**config.mk**
```make
export PLATFORM = sky130hd
export DESIGN_NAME = shift_add_multiplier
export DESIGN_NICKNAME = d
export VERILOG_FILES = /design/src/rtl/shift_add_multiplier.sv
export SDC_FILE = /design/constraint.sdc
export NUM_CORES = 1
export LEC_CHECK = 0
export CAP_MARGIN = 10
export CORE_MARGIN = 5
export CORE_UTILIZATION = 45
export DETAILED_ROUTE_END_ITERATION = 10
export HOLD_SLACK_MARGIN = 0.03
export PLACE_DENSITY = 0.83
export RECOVER_POWER = 50
export SETUP_SLACK_MARGIN = 0.3
export SLEW_MARGIN = 20
export SYNTH_ARGS = -nofsm -noshare
export SYNTH_HDL_FRONTEND = slang
export SYNTH_SLANG_ARGS = --single-unit
```
**constraint.sdc**
```tcl
create_clock -name clk -period 4.05 [get_ports clk]
set_input_delay 0.6075 -clock clk [delete_from_list [all_inputs] [get_ports clk]]
set_output_delay 0.6075 -clock clk [all_outputs]
set_load 0.05 [all_outputs]
```
**src/rtl/shift_add_multiplier.sv**
```systemverilog
// Sequential unsigned WIDTH x WIDTH shift-and-add multiplier around a ripple adder, valid/ready on both sides.
// Optional macro EARLY_TERM_EN: a zero operand skips the RUN phase and completes with product 0.
module shift_add_multiplier #(
  parameter int WIDTH = 8
) (
  input  logic                 clk,
  input  logic                 rst_n,
  input  logic                 in_valid,
  output logic                 in_ready,
  input  logic [WIDTH-1:0]     a,
  input  logic [WIDTH-1:0]     b,
  output logic                 out_valid,
  input  logic                 out_ready,
  output logic [2*WIDTH-1:0]   product
);

  localparam int CW = $clog2(WIDTH);

  typedef enum logic [1:0] {IDLE, RUN, DONE} state_t;

  state_t               state, stateNext;
  logic [WIDTH-1:0]     mcand;
  logic [WIDTH-1:0]     acc;
  logic [WIDTH-1:0]     mq;
  logic [CW-1:0]        cnt;
  logic [2*WIDTH-1:0]   productReg;

  logic [WIDTH-1:0]     addend;
  logic [WIDTH:0]       sumFull;
  logic [WIDTH-1:0]     accNext;
  logic [WIDTH-1:0]     mqNext;
  logic                 lastStep;

  function automatic logic [WIDTH:0] rippleAdd(input logic [WIDTH-1:0] x,
                                               input logic [WIDTH-1:0] y);
    logic [WIDTH-1:0] s;
    logic             c;
    s = '0;
    c = 1'b0;
    for (int i = 0; i < WIDTH; i++) begin
      s[i] = x[i] ^ y[i] ^ c;
      c    = (x[i] & y[i]) | (c & (x[i] ^ y[i]));
    end
    return {c, s};
  endfunction

  // One shift-and-add step: the adder carry lands in the accumulator MSB, so nothing is lost.
  assign addend   = mq[0] ? mcand : '0;
  assign sumFull  = rippleAdd(acc, addend);
  assign accNext  = sumFull[WIDTH:1];
  assign mqNext   = {sumFull[0], mq[WIDTH-1:1]};
  assign lastStep = (state == RUN) && (cnt == CW'(WIDTH - 1));

`ifdef EARLY_TERM_EN
  logic zeroOp;
  assign zeroOp = (a == '0) || (b == '0);
`endif

  always_comb begin
    stateNext = state;
    case (state)
      IDLE: begin
        if (in_valid) begin
`ifdef EARLY_TERM_EN
          stateNext = zeroOp ? DONE : RUN;
`else
          stateNext = RUN;
`endif
        end
      end
      RUN:     if (lastStep) stateNext = DONE;
      DONE:    if (out_ready) stateNext = IDLE;
      default: stateNext = IDLE;
    endcase
  end

  always_ff @(posedge clk or negedge rst_n) begin
    if (!rst_n) begin
      state      <= IDLE;
      mcand      <= '0;
      acc        <= '0;
      mq         <= '0;
      cnt        <= '0;
      productReg <= '0;
    end else begin
      state <= stateNext;
      case (state)
        IDLE: begin
          if (in_valid) begin
            mcand <= a;
            mq    <= b;
            acc   <= '0;
            cnt   <= '0;
`ifdef EARLY_TERM_EN
            if (zeroOp) productReg <= '0;
`endif
          end
        end
        RUN: begin
          acc <= accNext;
          mq  <= mqNext;
          cnt <= cnt + CW'(1);
          if (lastStep) productReg <= {accNext, mqNext};
        end
        default: ;
      endcase
    end
  end

  assign in_ready  = (state == IDLE);
  assign out_valid = (state == DONE);
  assign product   = productReg;

endmodule

```
==> run metrics, run 1 <==
status=finished, violations left; failing checks=capacitance limit, slew limit; CTS clk-pin slew, worst paths=80 ps; Die ar.=6125 µm²; Routed met3 length=144 µm; number of flops mapped to enable cells by yosys=0; syn nets=192; Root Buffer=clkbuf_8; IO Port Bufs=37; effective utilization at floorplan=47.18%; fin crit period=3577 ps; Crit path largest cell delay=520 ps; Synth cell types=31; share of power burned in registers=35.9%; Req. time, crit path=4210 ps; Post-DP HPWL=2755 µm; Post-DP Area=2477 µm²; Max Slew Vio Count=46; Post-Route M1 WL=1751 µm; CP Max Fanout=2; worst path bufs/invs=1; met2 wire len=1870 µm; largest area contributor in the netlist=dfrtp_1; ys async rst share=100.0%; total area of sequential cells=1126 µm²; Fin Setup TNS=0 ps; DR top layer=met4; Main synth FF type=dfrtp_1; total CTS buffers=5; Die W=78.27 µm; worst setup path category=flip-flop to flip-flop; FP Rows=24; Final Instance Area=2562 µm²; initial antenna violation count=0; crit share post-route=88.32%; most common cell in the netlist=dfrtp_1; # fillers=366; min-delay worst type=flip-flop to flip-flop; Int Power=1302 µW; Total GRT Usage=13.43%; cell family with most CP delay=adder cells; worst reg2reg setup slack=470 ps; synthesized area per cell=12.94 µm²; IO Count=38; Worst EP arrival=3730 ps; synth cell count leaders=dfrtp_1 (45), inv_1 (22), mux2_2 (16); global-route wire length before repair=6499 µm; DRC=0; CP most frequent cell=fa_1; pre-CTS setup slack=321.4 ps; Final Hold Fails=0; clock share of power=11.6%; Core Area=4444 µm²; Hold Buf Count CTS=0; worst setup margin=473.1 ps; synth warn=0; CTS tree=yes; post_cts resized=0; Critical Path, Cell by Cell=and2_1 -> ha_1 -> inv_1 -> fa_1 -> fa_1 -> fa_1 -> fa_2 -> fa_2 -> fa_2 -> fa_1 -> o22ai_1; H-tree depth=2; WHS Endpoint=cnt[0]; share of the synthesized area in the top cell type=53.70%; Switch Pwr=958.3 µW; r2r startpoint=mcand[0]; P_leak=0.001150 µW; pwr dens=882.2 nW/µm²; critical path launch point type=flip-flop; flops & latches, synth=45; Worst Hold Path Cells=1; CP max-delay cell=fa_1; ANT nets after route=0; Hold Crit Start=cnt[0]; Die H=78.27 µm; post-synthesis sequential area ratio=53.70%; worst r2r dst=acc[6]; unrepaired setup endpoints after global routing=false; final setup vio count=0; Multi-input gate area=834.6 µm²; maximum vdd drop=0.3548 mV; largest net degree at the start of global routing=46; nets=228; Max Clock Freq=279.6 MHz; grt ovf=0; vias in the first global route=1330; cell area after synthesis=2097 µm²; vias per inst=5.287; final WL=3824 µm; Sw Share=42.39%; post-synthesis cell count=162; Slew HR=-54.83%; max-cap violation count=1; postcts setup bufs=0; initial DRC count=96; Synth area leaders=dfrtp_1 (54%), mux2_2 (8.6%), fa_1 (6.7%); vias after detailed routing=1327; router iterations before antenna repair=4; RD Place Congestion=0.7718; n_diodes=0; Area growth syn-to-layout=22.20%; share of post-route cells with drive strength above 1=16.58%; R2R cell count=11; Comb power frac=52.5%; Clock Path Buffers=2; Crit. End Element=flip-flop; pin slew with the least headroom to its limit=2322 ps; clock sinks=45; Clock Skews=8.468 ps; WL per Instance=15.24 µm; worst skew pair latency=290 ps
metrics by stage:
stage,instances,power [µW],hold WS (ps),util (%)
2_1_floorplan,162,1663,311.9,-
3_3_place_gp,243,1950,471.8,55.74
3_5_place_dp,243,2011,478.0,55.74
4_1_cts,251,2274,488.7,57.60
5_1_grt,251,2429,528.1,57.66
6_report,251,2261,482.4,57.66
logic make-up after synthesis:
kind of cell,count (synthesis),synth area share (%)
buffers and inverters,31,6.682
adders and majority gates,10,8.473
AOI/OAI and AO/OA,22,8.234
muxes,25,12.89
and+or+nand+nor,29,10.02
DFF,45,53.70
worst max-delay path by stage:
stage / depth (start not counted) / end / from / slack (ps)
after floorplan: 12 / acc[6] / mq[0] / 350
after global placement: 11 / product[14] / mq[0] / 440
after detailed placement: 11 / acc[6] / mcand[0] / 320
after CTS: 11 / acc[6] / mcand[0] / 310
after global routing: 11 / product[14] / mcand[0] / 340
final: 11 / acc[6] / mcand[0] / 470
layout by cell type, fill, tap and decap left out:
cell type,n
nand2b_1,3
nand2_1,7
nor2_1,1
clkbuf_8,5
a22o_1,2
nor3b_4,1
mux2_2,16
dfrtp_1,45
fa_2,3
clkinv_2,2
or4b_1,3
ha_1,3
mux2i_1,9
o21ba_2,1
clkdlybuf4s50_1,35
a211oi_1,5
buf_4,1
nand3b_2,1
o2bb2ai_1,1
and2_1,1
nor2b_1,1
or2b_1,1
o21bai_1,1
fa_1,4
nor4b_1,5
clkbuf_1,2
o21ai_0,1
o221a_2,3
inv_1,22
nor3b_1,5
dlygate4sd3_1,1
o22ai_1,7
a21oi_1,1
power by group through the flow:
stage	clock network [µW]	logic, µW	registers, µW
2_1_floorplan	0	640	1020
3_3_place_gp	0	1130	815
6_report	262	1190	813
4_1_cts	269	1190	816
3_5_place_dp	0	1190	825
5_1_grt	286	1300	847
flip-flops by register name (all words and copies together) (netlist names):
| register | flops |
|---|---|
| acc | 8 |
| cnt | 3 |
| mcand | 8 |
| mq | 8 |
| product | 16 |
| state | 2 |
routing by layer:
metal / track usage (%) / vias up
li1: - / 626
met5: 0 / -
met1: 17.86 / 665
met2: 21.75 / 29
met3: 3.318 / 7
met4: 4.196 / 0
cell type report:
class                      instances  share of cell area [%]
multi-input combinational         86                   32.57
tap                               52                   2.539
clock inverter                     2                  0.3906
timing repair buffer              38                   14.50
sequential                        45                   43.95
inverter                          22                   3.223
clock buffer                       6                   2.832
No activity file was read; power rests on OpenSTA's default activity.
==> inputs of run 2 (changes only) <==
--- a/config.mk
+++ b/config.mk
@@ -9,6 +9,7 @@
 export CORE_MARGIN = 5
 export CORE_UTILIZATION = 45
 export DETAILED_ROUTE_END_ITERATION = 10
+export GPL_ROUTABILITY_DRIVEN = 1
 export HOLD_SLACK_MARGIN = 0.03
 export PLACE_DENSITY = 0.83
 export RECOVER_POWER = 50
==> results of run 2 <==
Final layout, timing and power as in run 1 (identical DEF).
==> inputs of run 3 (changes only) <==
--- a/config.mk
+++ b/config.mk
@@ -9,9 +9,11 @@
 export CORE_MARGIN = 5
 export CORE_UTILIZATION = 45
 export DETAILED_ROUTE_END_ITERATION = 10
+export DONT_BUFFER_PORTS = 1
 export GPL_ROUTABILITY_DRIVEN = 1
 export HOLD_SLACK_MARGIN = 0.03
-export PLACE_DENSITY = 0.83
+export MAX_ROUTING_LAYER = met4
+export PLACE_DENSITY = 0.72
 export RECOVER_POWER = 50
 export SETUP_SLACK_MARGIN = 0.3
 export SLEW_MARGIN = 20
==> run metrics, run 3 (same netlist as run 1, synthesis figures left out) <==
r2r startpoint=mq[0]; Int Power=1244 µW (-4.5%); WL per Instance=18.73 µm (+23%); CTS tree=yes; max reg flops=16 (unchanged); Max Clock Freq=277.9 MHz (-0.60%); Total GRT Usage=14.69% (+1.3 points); CP Max Fanout=2 (unchanged); Die ar.=6125 µm² (unchanged); CP most frequent cell=fa_2; DRC=0 (unchanged); pwr dens=984.6 nW/µm² (+12%); clock share of power=16.0% (+4.4 points); IO Port Bufs=0 (-100%); grt met3 use=3.661% (+0.34 points); Post-DP HPWL=2852 µm (+3.5%); Slew HR=-57.41% (-2.6 points); # fillers=392 (+7.1%); Crit. End Element=flip-flop; Die W=78.27 µm (unchanged); fin crit period=3598 ps (+21.49 ps); initial antenna violation count=0 (unchanged); Non-Filler Instances=215 (-14%); busiest grt layer=met2; final setup vio count=0 (unchanged); Req. time, crit path=4210 ps (about the same); CTS clk-pin slew, worst paths=90 ps (about the same); worst skew pair latency=300 ps (about the same); Fin Setup TNS=0 ps (unchanged); ANT nets after route=0 (unchanged); worst path bufs/invs=1 (unchanged); worst r2r dst=product[14]; R2R cell count=11 (unchanged); RD Place Congestion=0.7564 (-2.0%); router iterations before antenna repair=4 (unchanged); FP Rows=24 (unchanged); Clock Skews=6.526 ps (-1.942 ps); maximum vdd drop=0.2473 mV (-30%); max-cap violation count=1 (unchanged); M2 GR Usage=25.43% (+3.7 points); IO Count=38 (unchanged); pin slew with the least headroom to its limit=2361 ps (+38.66 ps); CP max-delay cell=fa_1; most frequent cells in the layout=dfrtp_1 (45), inv_1 (22), mux2_2 (16); crit share post-route=88.85% (+0.53 points); status=finished, violations left; Clock Path Buffers=2 (unchanged); Sw Share=43.67% (+1.3 points); grt ovf=0 (unchanged); critical path depth=11 (unchanged); Core Area=4444 µm² (unchanged); total CTS buffers=5 (unchanged); Area growth syn-to-layout=6.921%; global-route wire length before repair=6755 µm (+3.9%); initial DRC count=80 (-17%); worst setup path category=flip-flop to flip-flop; CP Launch Point=mq[0]; critical path launch point type=flip-flop; Comb power frac=35.0% (-18 points); cell family with most CP delay=adder cells; unrepaired setup endpoints after global routing=false; Worst EP arrival=3760 ps (+30 ps); share of post-route cells with drive strength above 1=21.47% (+4.9 points); H-tree depth=2 (unchanged); final WL=4028 µm (+5.3%); worst reg2reg setup slack=450 ps (-20 ps); Inst Count DP=206 (-15%); vias after detailed routing=1214 (-8.5%); clock sinks=45 (unchanged); largest net degree at the start of global routing=46 (unchanged); failing checks=capacitance limit, slew limit; n_diodes=0 (unchanged); Multi-input gate area=837.1 µm² (+0.30%); vias per inst=5.647 (+6.8%); nets=192 (-16%); P_leak=0.001025 µW (-11%); Crit path largest cell delay=520 ps (about the same); Final Hold Fails=0 (unchanged); commonest non-fill, non-tap cell in the layout=dfrtp_1; total area of sequential cells=1126 µm² (unchanged); min-delay worst type=input port to flip-flop; Die H=78.27 µm (unchanged); Root Buffer=clkbuf_8; Critical Path, Cell by Cell=and2_1 -> ha_1 -> inv_1 -> fa_1 -> fa_2 -> fa_2 -> fa_1 -> fa_2 -> fa_2 -> fa_1 -> mux2i_1; share of power burned in registers=49.0% (+13 points); postcts setup bufs=0 (unchanged); GR met1 Demand/Resource=16.99% (-0.87 points); Switch Pwr=964.0 µW (+0.60%); CP endpoint=product[14]; vias in the first global route=1299 (-2.3%); Max Slew Vio Count=46 (unchanged); effective utilization at floorplan=47.18% (unchanged); Worst Hold Path Cells=1 (unchanged)
==> run 3: changes by cell type in the layout (fill, tap and decap cells not counted), sizes merged <==
| cell | delta |
|---|---|
| clkdlybuf4s50 | -35 |
| bufinv | +1 |
| clkinv | -2 |
| dlygate4sd3 | -1 |
| clkinvlp | +1 |
==> run 3: cell type report <==
class / count / share of cell area [%]
tap: 52 / 2.902
clock inverter: 2 / 1.674
clock buffer: 6 / 3.683
timing repair buffer: 2 / 0.5022
inverter: 22 / 3.683
sequential: 45 / 50.22
multi-input combinational: 86 / 37.33
==> run 3: worst min-delay path by stage <==
stage / slack [ps] / endpoint / startpoint
5_1_grt: 430 / state[1] / out_ready
6_report: 420 / state[1] / out_ready
2_1_floorplan: 310 / acc[0] / rst_n
3_3_place_gp: 310 / product[0] / rst_n
3_5_place_dp: 310 / product[0] / rst_n
4_1_cts: 150 / mcand[0] / rst_n
==> run 3: power by group through the flow <==
stage	clock (µW)	combinational [µW]	sequential, µW
floorplan	0	640	1020
global placement	0	687	1080
detailed placement	0	750	1100
CTS	360	774	1090
global route	379	881	1110
finish	354	772	1080
==> run 3: repair_timing <==
item / CTS / global route
hold buffers: 1 / 0
hold endpoints to repair: 45 / 0
setup endpoints to repair: 2 / 3
gates resized for setup: 1 / 3
==> run 3: routing by layer <==
layer,vias up,wire [µm],share of wire [%]
met5,-,0,0
met4,0,46,1.1
met3,5,145,3.6
met2,23,2182,54
met1,626,1653,41
li1,560,-,-
==> run 3: metrics by stage <==
step	power, µW	hold WS, ps	worst slack, ps	area [µm²]	utilization (%)
5_1_grt	2372	428.2	308.3	2242	50.45
2_1_floorplan	1663	311.9	345.6	2098	-
6_report	2208	418.6	451.6	2242	50.45
3_3_place_gp	1771	313.3	447.1	2112	47.52
3_5_place_dp	1849	313.0	293.5	2112	47.52
4_1_cts	2221	148.1	313.4	2262	50.90
